==> config.mk <==
export PLATFORM = sky130hd
export DESIGN_NAME = lane_fifo_scheduler_flat
export DESIGN_NICKNAME = d
export VERILOG_FILES = /design/src/rtl/lane_fifo_scheduler_if.sv /design/src/rtl/lane_fifo_scheduler.sv /design/src/flat_wrapper.sv
export SDC_FILE = /design/constraint.sdc
export NUM_CORES = 1
export LEC_CHECK = 0
export ABC_AREA = 1
export CAP_MARGIN = 20
export CORE_AREA = 3 3 50 52
export DETAILED_ROUTE_END_ITERATION = 10
export DIE_AREA = 0 0 53 55
export PLACE_DENSITY = 0.77
export SLEW_MARGIN = 20
export SYNTH_ARGS = -nofsm -noshare
export SYNTH_HDL_FRONTEND = slang
export SYNTH_SLANG_ARGS = --single-unit
==> constraint.sdc <==
create_clock -name clk -period 1.71 [get_ports clk]
set_clock_uncertainty 0.1 [all_clocks]
set_input_delay 0.4275 -clock clk [delete_from_list [all_inputs] [get_ports clk]]
set_output_delay 0.4275 -clock clk [all_outputs]
set_load 0.03 [all_outputs]
==> src/rtl/lane_fifo_scheduler_if.sv <==
`default_nettype none
// ============================================================================
// Module      : lane_fifo_scheduler_if
// Description : Bundle of every signal between the two-lane scheduler and
//               its environment (lane FIFOs, downstream FIFO, link status).
//   Link / status inputs : active, down_almost_full
//   Lane FIFO inputs     : empty_f1/f2, almost_full_f1/f2, data_f1/f2[7:0]
//   Lane FIFO outputs    : pop_f1, pop_f2
//   Downstream outputs   : push_out, data_out[7:0], lane_id
//   Status output        : state[1:0]
//   Optional (SCHED_STATS_EN) : cnt_f1[15:0], cnt_f2[15:0]
//   Modports: master = scheduler side, slave = environment side.
// Revision    : 1.0 - initial release
// ============================================================================
interface lane_fifo_scheduler_if;
  logic       active;
  logic       empty_f1;
  logic       empty_f2;
  logic       almost_full_f1;
  logic       almost_full_f2;
  logic [7:0] data_f1;
  logic [7:0] data_f2;
  logic       down_almost_full;
  logic       pop_f1;
  logic       pop_f2;
  logic       push_out;
  logic [7:0] data_out;
  logic       lane_id;
  logic [1:0] state;
`ifdef SCHED_STATS_EN
  logic [15:0] cnt_f1;
  logic [15:0] cnt_f2;

  modport master (
    input  active, empty_f1, empty_f2, almost_full_f1, almost_full_f2,
           data_f1, data_f2, down_almost_full,
    output pop_f1, pop_f2, push_out, data_out, lane_id, state,
           cnt_f1, cnt_f2
  );
  modport slave (
    output active, empty_f1, empty_f2, almost_full_f1, almost_full_f2,
           data_f1, data_f2, down_almost_full,
    input  pop_f1, pop_f2, push_out, data_out, lane_id, state,
           cnt_f1, cnt_f2
  );
`else
  modport master (
    input  active, empty_f1, empty_f2, almost_full_f1, almost_full_f2,
           data_f1, data_f2, down_almost_full,
    output pop_f1, pop_f2, push_out, data_out, lane_id, state
  );
  modport slave (
    output active, empty_f1, empty_f2, almost_full_f1, almost_full_f2,
           data_f1, data_f2, down_almost_full,
    input  pop_f1, pop_f2, push_out, data_out, lane_id, state
  );
`endif
endinterface
`default_nettype wire

==> src/rtl/lane_fifo_scheduler.sv <==
`default_nettype none
// ============================================================================
// Module      : lane_fifo_scheduler
// Description : Drains two lane FIFOs into one downstream FIFO. Lanes are
//               served in bursts of up to BURST words (round robin); a lane
//               that is almost full and non-empty pre-empts the burst. Pops
//               are combinational, the downstream push follows one cycle
//               later carrying the lane FIFO's read data.
// Ports       : clk   - system clock (posedge)
//               reset - synchronous, active-low reset
//               bus   - lane_fifo_scheduler_if.master (see interface header)
// Parameters  : BURST - max consecutive pops from one lane while the other
//                       lane has data (1..7, held in a 3-bit counter)
// Options     : SCHED_STATS_EN - adds saturating per-lane push counters
//                                bus.cnt_f1 / bus.cnt_f2
// Revision    : 1.0 - initial release
// ============================================================================
module lane_fifo_scheduler #(
  parameter int BURST = 4
) (
  input  logic                  clk,
  input  logic                  reset,
  lane_fifo_scheduler_if.master bus
);

  localparam logic [1:0] ST_RESET  = 2'd0;
  localparam logic [1:0] ST_INIT   = 2'd1;
  localparam logic [1:0] ST_IDLE   = 2'd2;
  localparam logic [1:0] ST_ACTIVE = 2'd3;

  localparam logic [2:0] C_BURST   = 3'(BURST);
  localparam logic [2:0] C_CNT_MAX = 3'd7;

  // --------------------------------------------------------------------------
  // State
  // --------------------------------------------------------------------------
  logic [1:0] r_state;
  logic [2:0] r_burst;      // pops taken from the current lane in this burst
  logic       r_rr;         // current lane: 0 = f1, 1 = f2
  logic       r_pend;       // a pop was issued last cycle
  logic       r_pend_lane;  // lane of that pop
  logic [7:0] r_last_data;  // data_out held between pushes
  logic       r_last_lane;  // lane_id held between pushes

  // --------------------------------------------------------------------------
  // Lane selection
  // --------------------------------------------------------------------------
  logic w_ne1;
  logic w_ne2;
  logic w_urg1;
  logic w_urg2;
  logic w_cur_ne;
  logic w_oth_ne;
  logic w_pop_ok;
  logic w_pop_lane;
  logic w_switch;

  assign w_ne1    = ~bus.empty_f1;
  assign w_ne2    = ~bus.empty_f2;
  assign w_urg1   = w_ne1 & bus.almost_full_f1;
  assign w_urg2   = w_ne2 & bus.almost_full_f2;
  assign w_cur_ne = r_rr ? w_ne2 : w_ne1;
  assign w_oth_ne = r_rr ? w_ne1 : w_ne2;

  // Pops are gated by reset directly so they fall the moment reset drops,
  // not one edge later.
  assign w_pop_ok = reset & (r_state == ST_ACTIVE) & bus.active &
                    ~bus.down_almost_full & (w_ne1 | w_ne2);

  always_comb begin
    w_pop_lane = r_rr;
    if (w_urg1 ^ w_urg2) begin
      // Exactly one urgent lane: it wins regardless of the burst count.
      w_pop_lane = w_urg2;
    end else if (w_cur_ne && ((r_burst < C_BURST) || !w_oth_ne)) begin
      // Stay on the current lane while the burst lasts, or indefinitely
      // while the other lane has nothing to give.
      w_pop_lane = r_rr;
    end else begin
      // Burst exhausted or current lane empty; w_pop_ok guarantees the
      // other lane has data whenever this branch leads to a pop.
      w_pop_lane = ~r_rr;
    end
  end

  assign w_switch   = (w_pop_lane != r_rr);
  assign bus.pop_f1 = w_pop_ok & ~w_pop_lane;
  assign bus.pop_f2 = w_pop_ok &  w_pop_lane;

  // --------------------------------------------------------------------------
  // Push side: lane FIFO read data arrives the cycle after the pop and is
  // forwarded straight through, so the push lands exactly one cycle after
  // the pop. A push whose cycle sees reset low is discarded.
  // --------------------------------------------------------------------------
  logic       w_push;
  logic [7:0] w_push_data;

  assign w_push       = r_pend & reset;
  assign w_push_data  = r_pend_lane ? bus.data_f2 : bus.data_f1;
  assign bus.push_out = w_push;
  assign bus.data_out = w_push ? w_push_data : r_last_data;
  assign bus.lane_id  = w_push ? r_pend_lane : r_last_lane;
  assign bus.state    = r_state;

  // --------------------------------------------------------------------------
  // FSM, burst counter and push pipeline
  // --------------------------------------------------------------------------
  always_ff @(posedge clk) begin
    if (!reset) begin
      r_state     <= ST_RESET;
      r_burst     <= 3'd0;
      r_rr        <= 1'b0;
      r_pend      <= 1'b0;
      r_pend_lane <= 1'b0;
      r_last_data <= 8'h00;
      r_last_lane <= 1'b0;
    end else begin
      case (r_state)
        ST_RESET: begin
          r_state <= ST_INIT;
        end
        ST_INIT: begin
          r_state <= ST_IDLE;
          r_burst <= 3'd0;
          r_rr    <= 1'b0;
        end
        ST_IDLE: begin
          if (bus.active && !bus.down_almost_full && (w_ne1 || w_ne2)) begin
            r_state <= ST_ACTIVE;
          end
        end
        ST_ACTIVE: begin
          // Both lanes empty implies no pop this cycle.
          if (!bus.active || (!w_ne1 && !w_ne2)) begin
            r_state <= ST_IDLE;
          end
          if (w_pop_ok) begin
            if (w_switch) begin
              r_rr    <= w_pop_lane;
              r_burst <= 3'd1;
            end else if (r_burst != C_CNT_MAX) begin
              // Saturate: a lane served alone past BURST must not wrap
              // the count back into a fresh burst.
              r_burst <= r_burst + 3'd1;
            end
          end
        end
        default: begin
          r_state <= ST_RESET;
        end
      endcase

      r_pend      <= w_pop_ok;
      r_pend_lane <= w_pop_lane;
      if (w_push) begin
        r_last_data <= w_push_data;
        r_last_lane <= r_pend_lane;
      end
    end
  end

`ifdef SCHED_STATS_EN
  // --------------------------------------------------------------------------
  // Saturating per-lane push counters
  // --------------------------------------------------------------------------
  logic [15:0] r_cnt_f1;
  logic [15:0] r_cnt_f2;

  always_ff @(posedge clk) begin
    if (!reset) begin
      r_cnt_f1 <= 16'h0000;
      r_cnt_f2 <= 16'h0000;
    end else if (w_push) begin
      if (!r_pend_lane && (r_cnt_f1 != 16'hFFFF)) begin
        r_cnt_f1 <= r_cnt_f1 + 16'h0001;
      end
      if (r_pend_lane && (r_cnt_f2 != 16'hFFFF)) begin
        r_cnt_f2 <= r_cnt_f2 + 16'h0001;
      end
    end
  end

  assign bus.cnt_f1 = r_cnt_f1;
  assign bus.cnt_f2 = r_cnt_f2;
`endif

endmodule
`default_nettype wire
==> src/flat_wrapper.sv <==
// flat-port wrapper written by rule: the top's interface ports become plain ports
module lane_fifo_scheduler_flat 
#(
  parameter int BURST = 4
)
  (clk, reset, bus_active, bus_empty_f1, bus_empty_f2, bus_almost_full_f1, bus_almost_full_f2, bus_data_f1, bus_data_f2, bus_down_almost_full, bus_pop_f1, bus_pop_f2, bus_push_out, bus_data_out, bus_lane_id, bus_state);
  lane_fifo_scheduler_if bus_i ();
  input  logic clk;
  input  logic reset;
  input wire logic [$bits(bus_i.active)-1:0] bus_active;
  input wire logic [$bits(bus_i.empty_f1)-1:0] bus_empty_f1;
  input wire logic [$bits(bus_i.empty_f2)-1:0] bus_empty_f2;
  input wire logic [$bits(bus_i.almost_full_f1)-1:0] bus_almost_full_f1;
  input wire logic [$bits(bus_i.almost_full_f2)-1:0] bus_almost_full_f2;
  input wire logic [$bits(bus_i.data_f1)-1:0] bus_data_f1;
  input wire logic [$bits(bus_i.data_f2)-1:0] bus_data_f2;
  input wire logic [$bits(bus_i.down_almost_full)-1:0] bus_down_almost_full;
  output wire logic [$bits(bus_i.pop_f1)-1:0] bus_pop_f1;
  output wire logic [$bits(bus_i.pop_f2)-1:0] bus_pop_f2;
  output wire logic [$bits(bus_i.push_out)-1:0] bus_push_out;
  output wire logic [$bits(bus_i.data_out)-1:0] bus_data_out;
  output wire logic [$bits(bus_i.lane_id)-1:0] bus_lane_id;
  output wire logic [$bits(bus_i.state)-1:0] bus_state;
  assign bus_i.active = bus_active;
  assign bus_i.empty_f1 = bus_empty_f1;
  assign bus_i.empty_f2 = bus_empty_f2;
  assign bus_i.almost_full_f1 = bus_almost_full_f1;
  assign bus_i.almost_full_f2 = bus_almost_full_f2;
  assign bus_i.data_f1 = bus_data_f1;
  assign bus_i.data_f2 = bus_data_f2;
  assign bus_i.down_almost_full = bus_down_almost_full;
  assign bus_pop_f1 = bus_i.pop_f1;
  assign bus_pop_f2 = bus_i.pop_f2;
  assign bus_push_out = bus_i.push_out;
  assign bus_data_out = bus_i.data_out;
  assign bus_lane_id = bus_i.lane_id;
  assign bus_state = bus_i.state;
  lane_fifo_scheduler #(.BURST(BURST)) u_core (.clk(clk), .reset(reset), .bus(bus_i));
endmodule
## Word level (Yosys, flattened, before mapping)

Cells that the tools add are included.

| word-level totals | value |
|---|---|
| bits in registers | 17 |
| bits in latches | 0 |
| memory bits (writable) | 0 |
| bits in read-only memories | 0 |
| output and inout port bits | 14 |
| logic and storage cells | 67 |
| memories kept | 0 |

| cells by class | value |
|---|---|
| $add $sub $neg | 1 |
| multipliers | 0 |
| div/mod/pow operators | 0 |
| $lt $le $gt $ge | 1 |
| equality and inequality tests | 10 |
| shift-type cells | 0 |
| multiplexer cells | 17 |
| bitwise gates (word level) | 16 |
| reductions and logical operators | 15 |

Operators by type and width:

| operator | number |
|---|---|
| 2-to-1 mux 8 bit | 2 |
| AND 1 bit | 9 |
| 2-to-1 mux 3 bit | 3 |
| one-hot mux 2 bit (4 select lines) | 1 |
| 2-to-1 mux 1 bit | 7 |
| inequality test 2 x 1 -> 1 bit, second input constant | 3 |
| one-hot mux 3 bit (2 select lines) | 1 |
| AND reduction 3 bit | 2 |
| NOT 1 bit | 5 |
| == test 2 bit, second input constant | 2 |
| logical AND 1 bit | 4 |
| 2-to-1 mux 2 bit | 2 |
| adder 3 x 1 -> 3 bit, second input constant | 1 |
| logical NOT 1 bit | 3 |
| logical OR 1 bit | 3 |
| < comparator 3 bit, second input constant | 1 |
| inequality test 3 x 2 -> 1 bit, second input constant | 1 |
| inequality test 3 bit, second input constant | 1 |
| == test 2 x 1 -> 1 bit, second input constant | 1 |
| logical NOT 2 bit | 1 |
| inequality test 2 bit, second input constant | 1 |
| one-hot mux 1 bit (2 select lines) | 1 |
| AND reduction 2 bit | 1 |
| nonzero test 2 bit | 1 |
| other kinds (3) | 3 |

## Logic depth before layout (Yosys ltp)

| depth | value |
|---|---|
| depth after elaboration | 11 |
| depth in mapped cells | 13 |

## Worst setup path after synthesis

Ideal clock, no wire load.

| path | value |
|---|---|
| kind | in2out |
| start | input port reset |
| end | output port bus_data_out[0] |
| arrival | 1.540 ns |
| data required time | 1.182 ns |
| setup slack | -0.358 ns |
| stages on the path | 5 |
| path buffers | 1 |
| cell sequence | clkbuf_1 > nand2_1 > clkinv_1 > nor2_1 > a21oi_1 |

| between the ends | value |
|---|---|
| cells in the longest elaborated chain, start to end | 2 |

Ends and longest elaborated chain:

| what | line | text |
|---|---|---|
| start: declaration | flat_wrapper.sv:9 | `input logic reset;` |
| AND 1 bit | lane_fifo_scheduler.sv:98 | `assign w_push = r_pend & reset;` |
| via bus_push_out | flat_wrapper.sv:20 | `output wire logic [$bits(bus_i.push_out)-1:0] bus_push_out;` |
| 2-to-1 mux 8 bit | -- |  |
| end: declaration | flat_wrapper.sv:21 | `output wire logic [$bits(bus_i.data_out)-1:0] bus_data_out;` |

The timed path passes the listed nets, and every way through them passes these cells.

## Worst setup path in the final report

| path | value |
|---|---|
| start | input port bus_almost_full_f2 |
| end | output port bus_pop_f1 |

| between the ends | value |
|---|---|
| cells in the longest elaborated chain, start to end | 5 |

Ends and longest elaborated chain:

| what | line | text |
|---|---|---|
| start: declaration | flat_wrapper.sv:14 | `input wire logic [$bits(bus_i.almost_full_f2)-1:0] bus_almost_full_f2;` |
| AND 1 bit * | lane_fifo_scheduler.sv:61 | `assign w_urg2 = w_ne2 & bus.almost_full_f2;` |
| XOR 1 bit | lane_fifo_scheduler.sv:72 | `if (w_urg1 ^ w_urg2) begin` |
| 2-to-1 mux 1 bit * | lane_fifo_scheduler.sv:72 |  |
| NOT 1 bit * | lane_fifo_scheduler.sv:87 | `assign bus.pop_f1 = w_pop_ok & ~w_pop_lane;` |
| AND 1 bit * | lane_fifo_scheduler.sv:87 |  |
| end: declaration | flat_wrapper.sv:18 | `output wire logic [$bits(bus_i.pop_f1)-1:0] bus_pop_f1;` |

Every way passes the cells marked *; elsewhere a longest branch is shown, timed or not.

==> results.sh <==
export IMPL_drc=0
export IMPL_clk_latency_ns=0.31
export IMPL_vias=1353
export IMPL_grt_max_degree=10
export IMPL_root_buffer="clkbuf_4"
export IMPL_yosys_warnings=0
export IMPL_register_area_um2=349
export IMPL_hp_class="flop to flop"
export IMPL_antenna_found_initial=0
export IMPL_yosys_area_top_type="dfxtp_1"
export IMPL_setup_violations=16
export IMPL_synth_avg_cell_area_um2=6.61
export IMPL_start_util_pct=40.3
export IMPL_r2r_slack_ns=-0.08
export IMPL_crit_buf_inv=4
export IMPL_grt_pass1_wl_um=6130
export IMPL_die_area_um2=2920
export IMPL_die_width_um=53
export IMPL_port_buffers=37
export IMPL_fin_crit_sh_pct=123
export IMPL_hold_viol_final=0
export IMPL_initialDrtViolationCount=37
export IMPL_grt_pass1_vias=1275
export IMPL_cts_hold_fix_buffers=0
export IMPL_p_total_uw=931
export IMPL_rows=17
export IMPL_ant_nets=0
export IMPL_wl_um=5380
export IMPL_violations="negative setup slack"
export IMPL_critical_path_slowest_cell="clkdlybuf4s15_1"
export IMPL_cts_sinks=17
export IMPL_clk_pin_slew_ns=0.10
export IMPL_tightest_slew_ns=0.303
export IMPL_min_period_ns=2.10
export IMPL_cp_max_fo=2
export IMPL_finalSetupTns_ns=-2.64
export IMPL_max_stage_delay_ns=0.18
export IMPL_p_per_area_nw_per_um2=466
export IMPL_multi_input_area_um2=787
export IMPL_ys_top_cells_by_area="dfxtp_1 (39%), nand2_1 (13%), a21oi_1 (13%)"
export IMPL_overflow=0
export IMPL_maxCapViolations=0
export IMPL_syn_nets=157
export IMPL_yosysTopAreaCellShare_pct=39.3
export IMPL_p_leak_nw=0.896
export IMPL_grt_usage_pct=30.5
export IMPL_fill_cells=71
export IMPL_ir_worst_vdd_mv=0.468
export IMPL_worstSetupEndpointType="output port"
export IMPL_synthCells=131
export IMPL_worstSetupStartpointType="input port"
export IMPL_status="complete, but fails checks"
export IMPL_area_delta_synth_final_pct=131
export IMPL_drv_slew=0
export IMPL_core_area_um2=2150
export IMPL_drive_gt1_share_pct=58.9
export IMPL_fin_util_pct=93.1
export IMPL_synth_seq_area_share_pct=39.3
export IMPL_cts_tree="done"
export IMPL_finalInstanceArea_um2=2000
export IMPL_clockBufferDepth=2
export IMPL_clock_fmax_mhz=477
export IMPL_rsz0062_at_grt="true"
export IMPL_nNetsFinal=236
export IMPL_placed_area_um2=1570
export IMPL_gp_congestion=0.742
export IMPL_path_delay_family="buffers and inverters"
export IMPL_diodes=0
export IMPL_post_drt_wl_per_cell_um=22.7
export IMPL_path_class="input port to output port"
export IMPL_ios=38
export IMPL_ys_ff_latch=17
export IMPL_avgViaCountPerCell=5.71
export IMPL_cp_arrival_ns=1.57
export IMPL_netlist_area_um2=866
export IMPL_synth_distinct_cells=18
export IMPL_critical_path_required_ns=1.18
export IMPL_hpwl_um=2070
export IMPL_cts_made_buffers=3
export IMPL_critical_path_cell_chain="clkdlybuf4s15_1 > inv_1 > nor2_1 > nor2_1 > nand2_2 > nand2_2 > o21ai_4 > buf_6 > nor2_4 > buf_6"
export IMPL_die_h_um=55
export IMPL_h_tree_depth=1
export IMPL_relSlewSlack_pct=79.9
export IMPL_layout_setup_ws_ns=-0.386
export IMPL_dr_pass1_iters=4
[sequential cells by signal (all words and copies together), names as in the netlist]
| name | cells |
|---|---|
| u_core.r_pend | 1 |
| u_core.bus.state | 2 |
| u_core.r_pend_lane | 1 |
| u_core.r_last_data | 8 |
| u_core.r_last_lane | 1 |
| u_core.r_rr | 1 |
| u_core.r_burst | 3 |
[synth_stat cells (all sizes together)]
library cell,n
nand2,33
buf,1
ha,2
nand3,3
o21ai,1
nor2,21
clkinv,1
and2,8
a21oi,24
inv,15
dfxtp,17
clkbuf,2
a211oi,2
nand4,1
[stage by stage]
stage / hold WS (ns) / worst slack [ns] / instances
final: 0.451 / -0.386 / 237
after global routing: 0.451 / -0.431 / 237
after CTS: 0.389 / -0.241 / 236
after detailed placement: 0.373 / -0.552 / 217
after global placement: 0.354 / -0.456 / 217
after floorplan: 0.345 / -0.0275 / 131
[final timing paths]
path,from,to,cells past startpoint
worst min register to register,u_core.r_burst[1],u_core.r_burst[1],2
worst max register to register,u_core.r_rr,u_core.r_burst[1],13
worst min-delay path,u_core.r_burst[1],u_core.r_burst[1],2
worst max-delay path,bus_almost_full_f2,bus_pop_f1,10
[layout make-up]
class | instances | area share [%]
clock buffers | 4 | 1.31
well taps | 28 | 1.75
multi-input cells | 95 | 39.4
flip-flops and latches | 17 | 17.5
inverters | 16 | 3.75
repair inverters | 1 | 0.814
repair buffers | 76 | 35.5
[where the power goes]
part	internal [mW]	switching (mW)	leakage (nW)
Combinational	0.119	0.149	0.741
Sequential	0.407	0.0156	0.140
Clock	0.0913	0.149	0.0150
Total	0.617	0.314	0.896
[placed cells by master, fill, tap and decap left out, types with 3 or more instances in the layout]
| cell type | instances |
|---|---|
| nand2_2 | 15 |
| a21oi_2 | 8 |
| a21oi_4 | 13 |
| a21oi_1 | 3 |
| inv_1 | 9 |
| and2_1 | 8 |
| dlygate4sd2_1 | 14 |
| clkbuf_4 | 3 |
| buf_4 | 31 |
| clkdlybuf4s50_1 | 8 |
| dfxtp_1 | 12 |
| dfxtp_2 | 4 |
| nand2_1 | 16 |
| nor2_4 | 13 |
| buf_6 | 18 |
| nor2_1 | 6 |
| inv_2 | 5 |
[tightest hold or removal path: cells and delay by family, from the launching register on]
kind	cells	cell delay, ns
DFF	1	0.34
and+or+nand+nor	1	0.11
AOI/OAI and AO/OA	1	0.07
[kinds of logic (layout without fill, tap and decap cells)]
logic type      after synthesis  in the layout  synth area share, %
flops                        17             17                 39.3
buf+inv                      19             97                 8.38
simple gates                 66             66                 32.8
fa+ha+maj                     2              2                 2.89
compound gates               27             27                 16.6
[what timing repair did]
| item | CTS | global route |
|---|---|---|
| endpoints found under the hold margin | 0 | 0 |
| gates cloned | 2 | 0 |
| endpoints found under the setup margin | 18 | 17 |
| pin swaps | 19 | 12 |
| gates resized for setup | 78 | 27 |
| setup buffers | 13 | 8 |
[layer usage]
layer	global-route usage (%)	vias up	share of wire, %
li1	-	571	-
met1	33.0	643	37
met2	54.8	97	48
met3	5.90	42	7.5
met4	19.1	0	7.5
met5	0	-	0
No activity file was read; power rests on OpenSTA's default activity.
